<file path="src/rtl/level_to_pulse_multi_if.sv">
// level_to_pulse_multi_if: switch-in / pulse-out bundle for the N-channel level-to-pulse converter
//   chave  : raw asynchronous switch levels, one bit per channel (master -> slave)
//   modo   : edge select 00 rising, 01 falling, 10 both, 11 none (master -> slave)
//   pulso  : per-channel stretched pulse (slave -> master)
//   nivel  : per-channel debounced level (slave -> master)
//   evento : OR of all pulso bits (slave -> master)
interface level_to_pulse_multi_if #(parameter int N = 4);
  logic [N-1:0] chave;
  logic [1:0]   modo;
  logic [N-1:0] pulso;
  logic [N-1:0] nivel;
  logic         evento;
  modport master (output chave, modo, input pulso, nivel, evento);
  modport slave (input chave, modo, output pulso, nivel, evento);
endinterface

</file>
<file path="src/rtl/level_to_pulse_multi.sv">
// level_to_pulse_multi: N-channel synchronise + debounce + edge-to-stretched-pulse converter
//   clk   : rising-edge clock
//   rst_n : asynchronous active-low reset
//   bus   : slave side of level_to_pulse_multi_if (chave/modo in, pulso/nivel/evento out)
module level_to_pulse_multi #(
  parameter int N               = 4,
  parameter int SYNC_STAGES     = 2,
  parameter int DEBOUNCE_CYCLES = 4,
  parameter int PULSE_LEN       = 1
) (
  input logic                   clk,
  input logic                   rst_n,
  level_to_pulse_multi_if.slave bus
);
  localparam int CW = DEBOUNCE_CYCLES > 1 ? $clog2(DEBOUNCE_CYCLES) : 1;
  localparam int PW = $clog2(PULSE_LEN + 1);
  logic [N-1:0] pulso, nivel;
  for (genvar c = 0; c < N; c++) begin : g_ch
    logic [SYNC_STAGES-1:0] sync_q;
    logic [CW-1:0]          cnt_q, cnt_d;
    logic [PW-1:0]          plen_q, plen_d;
    logic                   nivel_q, nivel_d, pulso_q, pulso_d, s, commit, qual;
    always_comb begin
      s       = sync_q[SYNC_STAGES-1];
      commit  = s != nivel_q && cnt_q == CW'(DEBOUNCE_CYCLES - 1);
      cnt_d   = (s == nivel_q || commit) ? '0 : cnt_q + 1'b1;
      nivel_d = commit ? s : nivel_q;
      // new level 1 matches modo 00, new level 0 matches modo 01; 11 never matches
      qual    = commit && (bus.modo == 2'b10 || bus.modo == {1'b0, ~s});
      plen_d  = qual ? PW'(PULSE_LEN) : plen_q != '0 ? plen_q - 1'b1 : '0;
      // stays high while the decrement has not yet reached zero
      pulso_d = qual || plen_q > PW'(1);
    end
    always_ff @(posedge clk or negedge rst_n)
      if (!rst_n) begin
        sync_q  <= '0;
        cnt_q   <= '0;
        plen_q  <= '0;
        nivel_q <= 1'b0;
        pulso_q <= 1'b0;
      end else begin
        sync_q  <= {sync_q[SYNC_STAGES-2:0], bus.chave[c]};
        cnt_q   <= cnt_d;
        plen_q  <= plen_d;
        nivel_q <= nivel_d;
        pulso_q <= pulso_d;
      end
    assign pulso[c] = pulso_q;
    assign nivel[c] = nivel_q;
  end
  assign bus.pulso  = pulso;
  assign bus.nivel  = nivel;
  assign bus.evento = |pulso;
endmodule
</file>
<file path="src/flat_wrapper.sv">
// flat-port wrapper written by rule: the top's interface ports become plain ports
module level_to_pulse_multi_flat 
#(
  parameter int N               = 4,
  parameter int SYNC_STAGES     = 2,
  parameter int DEBOUNCE_CYCLES = 4,
  parameter int PULSE_LEN       = 1
)
  (clk, rst_n, bus_chave, bus_modo, bus_pulso, bus_nivel, bus_evento);
  level_to_pulse_multi_if #(.N(N)) bus_i ();
  input logic clk;
  input logic rst_n;
  input wire logic [$bits(bus_i.chave)-1:0] bus_chave;
  input wire logic [$bits(bus_i.modo)-1:0] bus_modo;
  output wire logic [$bits(bus_i.pulso)-1:0] bus_pulso;
  output wire logic [$bits(bus_i.nivel)-1:0] bus_nivel;
  output wire logic [$bits(bus_i.evento)-1:0] bus_evento;
  assign bus_i.chave = bus_chave;
  assign bus_i.modo = bus_modo;
  assign bus_pulso = bus_i.pulso;
  assign bus_nivel = bus_i.nivel;
  assign bus_evento = bus_i.evento;
  level_to_pulse_multi #(.N(N), .SYNC_STAGES(SYNC_STAGES), .DEBOUNCE_CYCLES(DEBOUNCE_CYCLES), .PULSE_LEN(PULSE_LEN)) u_core (.clk(clk), .rst_n(rst_n), .bus(bus_i));
endmodule
</file>
<file path="config.mk">
export PLATFORM = sky130hd
export DESIGN_NAME = level_to_pulse_multi_flat
export DESIGN_NICKNAME = d
export VERILOG_FILES = /design/src/rtl/level_to_pulse_multi_if.sv /design/src/rtl/level_to_pulse_multi.sv /design/src/flat_wrapper.sv
export SDC_FILE = /design/constraint.sdc
export NUM_CORES = 1
export LEC_CHECK = 0
export ABC_CLOCK_PERIOD_IN_PS = 2500
export CELL_PAD_IN_SITES_DETAIL_PLACEMENT = 0
export CELL_PAD_IN_SITES_GLOBAL_PLACEMENT = 2
export CORE_AREA = 2 2 55 57
export CTS_BUF_LIST = sky130_fd_sc_hd__clkbuf_16
export CTS_CLUSTER_SIZE = 28
export DETAILED_ROUTE_END_ITERATION = 8
export DIE_AREA = 0 0 57 59
export MAX_ROUTING_LAYER = met4
export PLACE_DENSITY_LB_ADDON = 0.2
export SYNTH_ARGS = -nofsm -noshare
export SYNTH_HDL_FRONTEND = slang
export SYNTH_SLANG_ARGS = --single-unit
</file>
<file path="constraint.sdc">
create_clock -name clk -period 2.5 [get_ports clk]
set_input_delay 0.25 -clock clk [delete_from_list [all_inputs] [get_ports clk]]
set_output_delay 0.25 -clock clk [all_outputs]
set_load 0.01 [all_outputs]
</file>
* After elaboration in Yosys (flattened, before gate mapping)
Index checks and enable logic that the tools add are counted.
** Cells by class
- $add $sub $neg :: 8
- $lt $le $gt $ge :: 4
- Eq/ne operators :: 17
- Multiplexer cells :: 12
- Bitwise gates (word level) :: 4
- Reductions and logical operators :: 21
** Operator list (count)
- logical OR 1 bit :: 12
- equality test 2 bit (second input constant) :: 5
- adder 2 x 1 -> 2 bit (second input constant) :: 4
- equality test 2 x 1 -> 1 bit :: 4
- logical AND 1 bit :: 8
- 2-to-1 mux 1 bit :: 8
- 2-to-1 mux 2 bit :: 4
- equality test 1 bit :: 4
- > comparator 1 bit (second input constant) :: 4
- inequality test 1 bit :: 4
- inverter 1 bit :: 4
- OR reduction 4 bit :: 1
- subtractor 1 bit (second input constant) :: 4
** Storage, ports and cells
- Bits in registers :: 28
- Bits of input ports :: 8
- Output and inout port bits :: 9
- Word-level logic and storage cells :: 86

* Depth between registers and ports, before layout
Gate-level depths: netlist of the first run.
- Depth after elaboration :: 5
- Gate-level depth with buffers :: 3
- Gate-level depth less buffers :: 3

* Worst setup path before layout of the first run
No wires, ideal clock.
- Path kind :: register to output
- From :: register u_core.g_ch[2].plen_q (netlist name)
- To :: output port bus_evento
- Data arrival time :: 0.919 ns
- Required time :: 2.250 ns
- Path slack :: 1.331 ns
- Stages on the path, launching flop included :: 2
- Path through :: dfrtp_1 -> or4_1
** RTL lines
- end, declared :: RTL line flat_wrapper.sv:17 : output wire logic [$bits(bus_i.evento)-1:0] bus_evento;

==> flow_summary.ini, run 1 <==
[clock_network]
clock_tree.root_cell = clkbuf_16
cts_buffer_depth = 2
post_cts_resize_count = 0
clkSinkCount = 24
holdBufCountCts = 0
cts_buffers = 3
post-cts-setup-buffer-count = 0
clk_latency_ns = 0.25
cts.reportedPaths.clkPinSlew_ns = 0.06
tritoncts_clock_tree = yes
htreeDepth = 1

[worst_setup_path]
timing.critical_path.cells = or4_1 > clkdlybuf4s50_1
cp_max_fo = 2
worst_setup_start_kind = flip-flop
timing.critical_path.to_type = output port
slowest_delay_ns = 0.50
crit_path_top_delay_cell = or4_1
timing.critical_path.arrival_ns = 1.61
worst-endpoint-required_ns = 2.25
path_class = reg -> out

[global_route]
global_route.usage.total = 0.0997
grt_pass1_vias = 520
grt_max_degree = 25
grt_antenna_before_repair = 0
overflow = 0
grt_first_pass_wirelength_mm = 2.44

[synthesis]
syn-num-nets = 86
syn_area_um2 = 967
yosys_register_bits = 24
synth_cell_type_count = 14
postSynthCellCount = 74
postSynthAreaPerCell_um2 = 13.1
synth-warning-count = 0
synth-seq-area-share = 0.621

[timing]
setup_slack_ns = 0.638
final.period_utilization = 0.745
period_needed_ns = 1.86
worstMarginPinSlew_ns = 0.294
fmax_mhz = 537
finalSetupViolCount = 0
setup_total_neg_slack_ns = 0
slew_headroom = 0.804
final.setup_skew_ns = 0.00235
hold_viol_final = 0
final-max-slew-violation-count = 0
rsz0062_at_grt = no

[finish]
layout_common_cells = dfrtp_1, clkdlybuf4s50_1, nand2b_1
layout-area-overhead-vs-synth_pct = 26.0
final_common_cell = dfrtp_1
finalInstanceArea_um2 = 1220
finalNonFillerCells = 118
final_layout_size_suffix_gt1_frac = 0.103
antenna-diode-count = 0
fin_nets = 100

[power_and_ir_drop]
finalPower_mw = 1.30
power_per_cell_area_nw_per_um2 = 1060
irDropWorstVdd_uv = 521
power.static_leakage_nw = 0.549

[detailed_routing]
remaining_drc_errors = 0
vias = 545
post_drt_wl_per_cell_um = 11.7
detail_route.first_pass.iterations = 4
vias_per_cell = 4.62
detailedRoute.firstIterationViolations = 10
antenna_left = 0
detail_route.wirelength_mm = 1.38

[placed_design]
hpwlAfterDp_mm = 1.01
placed_cell_area_um2 = 1110
gp_congestion = 0.701
place.port_buffers = 16
place.detailed.instances = 114
dpl_worst_slack_ns = 0.909

[die]
floorplan.rows = 19
chipHeight_um = 59
die_w_um = 57
die-area_um2 = 3360
pin_count = 17
core_region_area_um2 = 2710
initial_utilization = 0.357

[outcome]
outcome = complete, no violations

[hold_path]
min-delay-path-class = in -> async

[job]
timing.max_cap.violations = 0
-- Yosys cell counts (all sizes together) --
cell,instances,area (um^2)
o22ai,2,12.5
dfrtp,24,601
nor2,2,7.51
a211oi,8,60.1
and2,2,12.5
xnor2,1,8.76
inv,4,15.0
mux2,4,45.0
a21oi,2,10.0
nand2b,10,62.6
or4,1,7.51
buf,8,60.1
ha,4,50.1
o21a,2,15.0
-- worst paths after layout --
kind                            cells after the start                       end  slack (ns)                      from
worst max-delay path                                2                bus_evento        0.64     u_core.g_ch[2].plen_q
worst min-delay path                                2    u_core.g_ch[0].nivel_q        0.35                     rst_n
worst max register to register                      2    u_core.g_ch[0].nivel_q        1.43   u_core.g_ch[0].cnt_q[0]
worst min register to register                      0  u_core.g_ch[3].sync_q[1]        0.35  u_core.g_ch[3].sync_q[0]
max in group asynchronous                           2   u_core.g_ch[1].cnt_q[1]        1.93                     rst_n
min in group clk                                    0  u_core.g_ch[3].sync_q[1]        0.35  u_core.g_ch[3].sync_q[0]
-- sequential cells by signal, summed over array words and instances, names as in the netlist --
register,cells
u_core.g_ch.cnt_q,8
u_core.g_ch.plen_q,4
u_core.g_ch.sync_q,8
u_core.g_ch.nivel_q,4
-- stage by stage --
step,util,hold slack [ns]
4_1_cts,0.450,0.350
2_1_floorplan,-,-0.0456
5_1_grt,0.450,0.368
3_5_place_dp,0.411,0.336
3_3_place_gp,0.411,0.334
6_report,0.450,0.346
-- report_power, final --
part / internal (mW) / switching, mW / leakage (nW)
registers: 0.478 / 0.0547 / 0.301
clock network: 0.318 / 0.132 / 0.0511
logic: 0.178 / 0.136 / 0.196
-- logic make-up after synthesis --
kind of cell             share of synthesized area
XOR/XNOR                                   0.00906
buffers and inverters                       0.0776
AND/OR/NAND/NOR                             0.0931
AO/OA/AOI/OAI                                0.101
adder cells (fa/ha/maj)                     0.0517
multiplexers                                0.0466
flip-flops                                   0.621
-- metal layers --
metal | global-route usage | routed length (um) | vias up | part of all wire
met4 | 0.0399 | 14 | 0 | 0.010
met2 | 0.131 | 581 | 15 | 0.42
li1 | - | - | 275 | -
met5 | - | 0 | - | 0
met3 | 0.0328 | 77 | 2 | 0.056
met1 | 0.141 | 708 | 253 | 0.51
-- critical path, delay by kind of cell (launching register included) --
family / cells / cell delay, ns
buffers and inverters: 1 / 0.49
AND/OR/NAND/NOR: 1 / 0.50
flip-flops: 1 / 0.37
-- cell type report --
cell class	instances	area, um^2
inverters	4	15.0
repair buffers	17	168
multi-input cells	38	292
fillers	258	1490
flip-flops and latches	24	601
clock buffers	3	75.1
well taps	31	38.8
clock inverters	1	30.0
(Power assumes the default switching activity.)
==> inputs of run 2 (changes only) <==
--- a/config.mk
+++ b/config.mk
@@ -5,14 +5,14 @@
 export SDC_FILE = /design/constraint.sdc
 export NUM_CORES = 1
 export LEC_CHECK = 0
-export ABC_CLOCK_PERIOD_IN_PS = 2500
+export ABC_CLOCK_PERIOD_IN_PS = 1900
 export CELL_PAD_IN_SITES_DETAIL_PLACEMENT = 0
 export CELL_PAD_IN_SITES_GLOBAL_PLACEMENT = 2
-export CORE_AREA = 2 2 55 57
+export CORE_AREA = 2 2 57 59
 export CTS_BUF_LIST = sky130_fd_sc_hd__clkbuf_16
 export CTS_CLUSTER_SIZE = 28
 export DETAILED_ROUTE_END_ITERATION = 8
-export DIE_AREA = 0 0 57 59
+export DIE_AREA = 0 0 59 61
 export MAX_ROUTING_LAYER = met4
 export PLACE_DENSITY_LB_ADDON = 0.2
 export SYNTH_ARGS = -nofsm -noshare
==> constraint.sdc (replaced) <==
create_clock -name clk -period 1.9 [get_ports clk]
set_input_delay 0.19 -clock clk [delete_from_list [all_inputs] [get_ports clk]]
set_output_delay 0.19 -clock clk [all_outputs]
set_load 0.01 [all_outputs]
==> flow_summary.ini, run 2 (synthesis gave the netlist of run 1 again) <==
[finish]
antenna-diode-count = 0
layout-area-overhead-vs-synth_pct = 26.3
final_common_cell = dfrtp_1
final_layout_size_suffix_gt1_frac = 0.103
reg.largest.list = u_core.g_ch.cnt_q (8), u_core.g_ch.sync_q (8)
fin_nets = 100
finalInstanceArea_um2 = 1220
layout_common_cells = dfrtp_1, clkdlybuf4s50_1, nand2b_1

[clock_network]
htreeDepth = 1
cts_buffers = 3
clock_tree.root_cell = clkbuf_16
post-cts-setup-buffer-count = 0
cts.reportedPaths.clkPinSlew_ns = 0.06
holdBufCountCts = 0
clk_latency_ns = 0.25
clkSinkCount = 24
post_cts_resize_count = 0
tritoncts_clock_tree = yes
cts_buffer_depth = 2

[placed_design]
hpwlAfterDp_um = 1000
gp_congestion = 0.629
placed_cell_area_um2 = 1120
place.port_buffers = 16

[timing]
worstMarginPinSlew_ns = 0.300
setup_total_neg_slack_ns = 0
finalSetupViolCount = 0
final.setup_skew_ns = 0.00435
slew_headroom = 0.800
period_needed_ns = 1.82
final.period_utilization = 0.956
final-max-slew-violation-count = 0
fmax_mhz = 550
hold_viol_final = 0
rsz0062_at_grt = no

[worst_setup_path]
cp_max_fo = 2
count_of_cell_instances_traversed_by_the_critical_path = 2
worst_r2r_path_depth = 2
critPathBufInv = 1
worst-endpoint-required_ns = 1.71
worst_setup_start_kind = flip-flop
path_class = reg -> out
timing.critical_path.arrival_ns = 1.63
slowest_delay_ns = 0.51
register_to_register_setup_slack_ns = 0.85
worst_path_dominant_cell_family = simple AND/OR/NAND/NOR gates
timing.critical_path.to_type = output port
timing.critical_path.cells = or4_1 > clkdlybuf4s50_1
crit_path_top_delay_cell = or4_1

[detailed_routing]
vias_per_cell = 4.68
remaining_drc_errors = 0
detail_route.first_pass.iterations = 4
detail_route.wirelength_mm = 1.39
post_drt_wl_per_cell_um = 11.6
antenna_left = 0
detailedRoute.firstIterationViolations = 7
vias = 562

[global_route]
globalRouteMet1Util = 0.118
met2_usage = 0.152
grt_pass1_vias = 596
global_route.usage.total = 0.102
grt_antenna_before_repair = 0
overflow = 0
grt_util_met3 = 0.0299
grt_max_degree = 25
global_route.peak_usage_layer = met2
grt_first_pass_wirelength_mm = 2.55

[die]
core_region_area_um2 = 2950
die_w_um = 59
floorplan.rows = 20
initial_utilization = 0.328
pin_count = 17
chipHeight_um = 61
die-area_um2 = 3600

[power_and_ir_drop]
power.static_leakage_nw = 0.549
irDropWorstVdd_uv = 468
finalPower_mw = 1.70
power_per_cell_area_nw_per_um2 = 1390

[job]
timing.max_cap.violations = 0

[outcome]
outcome = complete, no violations

[hold_path]
min-delay-path-class = in -> async
-- run 2: cell counts in the layout (fill, tap and decap cells not counted) --
No cell type changed its count.
-- run 2: worst paths after layout --
path | from | endpoint
setup / recovery | u_core.g_ch[2].plen_q | bus_evento
hold / removal | rst_n | u_core.g_ch[3].cnt_q[0]
setup reg to reg | u_core.g_ch[1].cnt_q[0] | u_core.g_ch[1].nivel_q
hold reg to reg | u_core.g_ch[3].sync_q[0] | u_core.g_ch[3].sync_q[1]
max in group asynchronous | rst_n | u_core.g_ch[0].nivel_q
min in group clk | u_core.g_ch[3].sync_q[0] | u_core.g_ch[3].sync_q[1]
-- run 2: metal layers --
metal / share of wire / up-vias
li1: - / 272
met2: 0.47 / 14
met4: 0.012 / 0
met1: 0.46 / 274
met3: 0.061 / 2
met5: 0 / -
-- run 2: cell type report --
cell class	count	area [um^2]
clock buffer	3	75.1
clock inverter	1	30.0
fill	306	1730
inverter	4	15.0
multi-input combinational	38	292
sequential	24	601
tap	33	41.3
timing repair buffer	17	168
-- run 2: power by group --
part | internal, mW | total, mW | leakage (nW) | switching, mW
combinational | 0.234 | 0.410 | 0.196 | 0.176
sequential | 0.629 | 0.698 | 0.301 | 0.0681
clock | 0.418 | 0.589 | 0.0511 | 0.170
-- run 2: through the flow --
| step | hold slack [ns] | util | instances | worst slack [ns] |
|---|---|---|---|---|
| 3_3_place_gp | 0.331 | 0.378 | 116 | 0.376 |
| 2_1_floorplan | -0.106 | - | 74 | 0.791 |
| 3_5_place_dp | 0.337 | 0.378 | 116 | 0.351 |
| 5_1_grt | 0.342 | 0.414 | 120 | 0.0127 |
| 4_1_cts | 0.305 | 0.414 | 120 | 0.0681 |
| 6_report | 0.291 | 0.414 | 120 | 0.0832 |
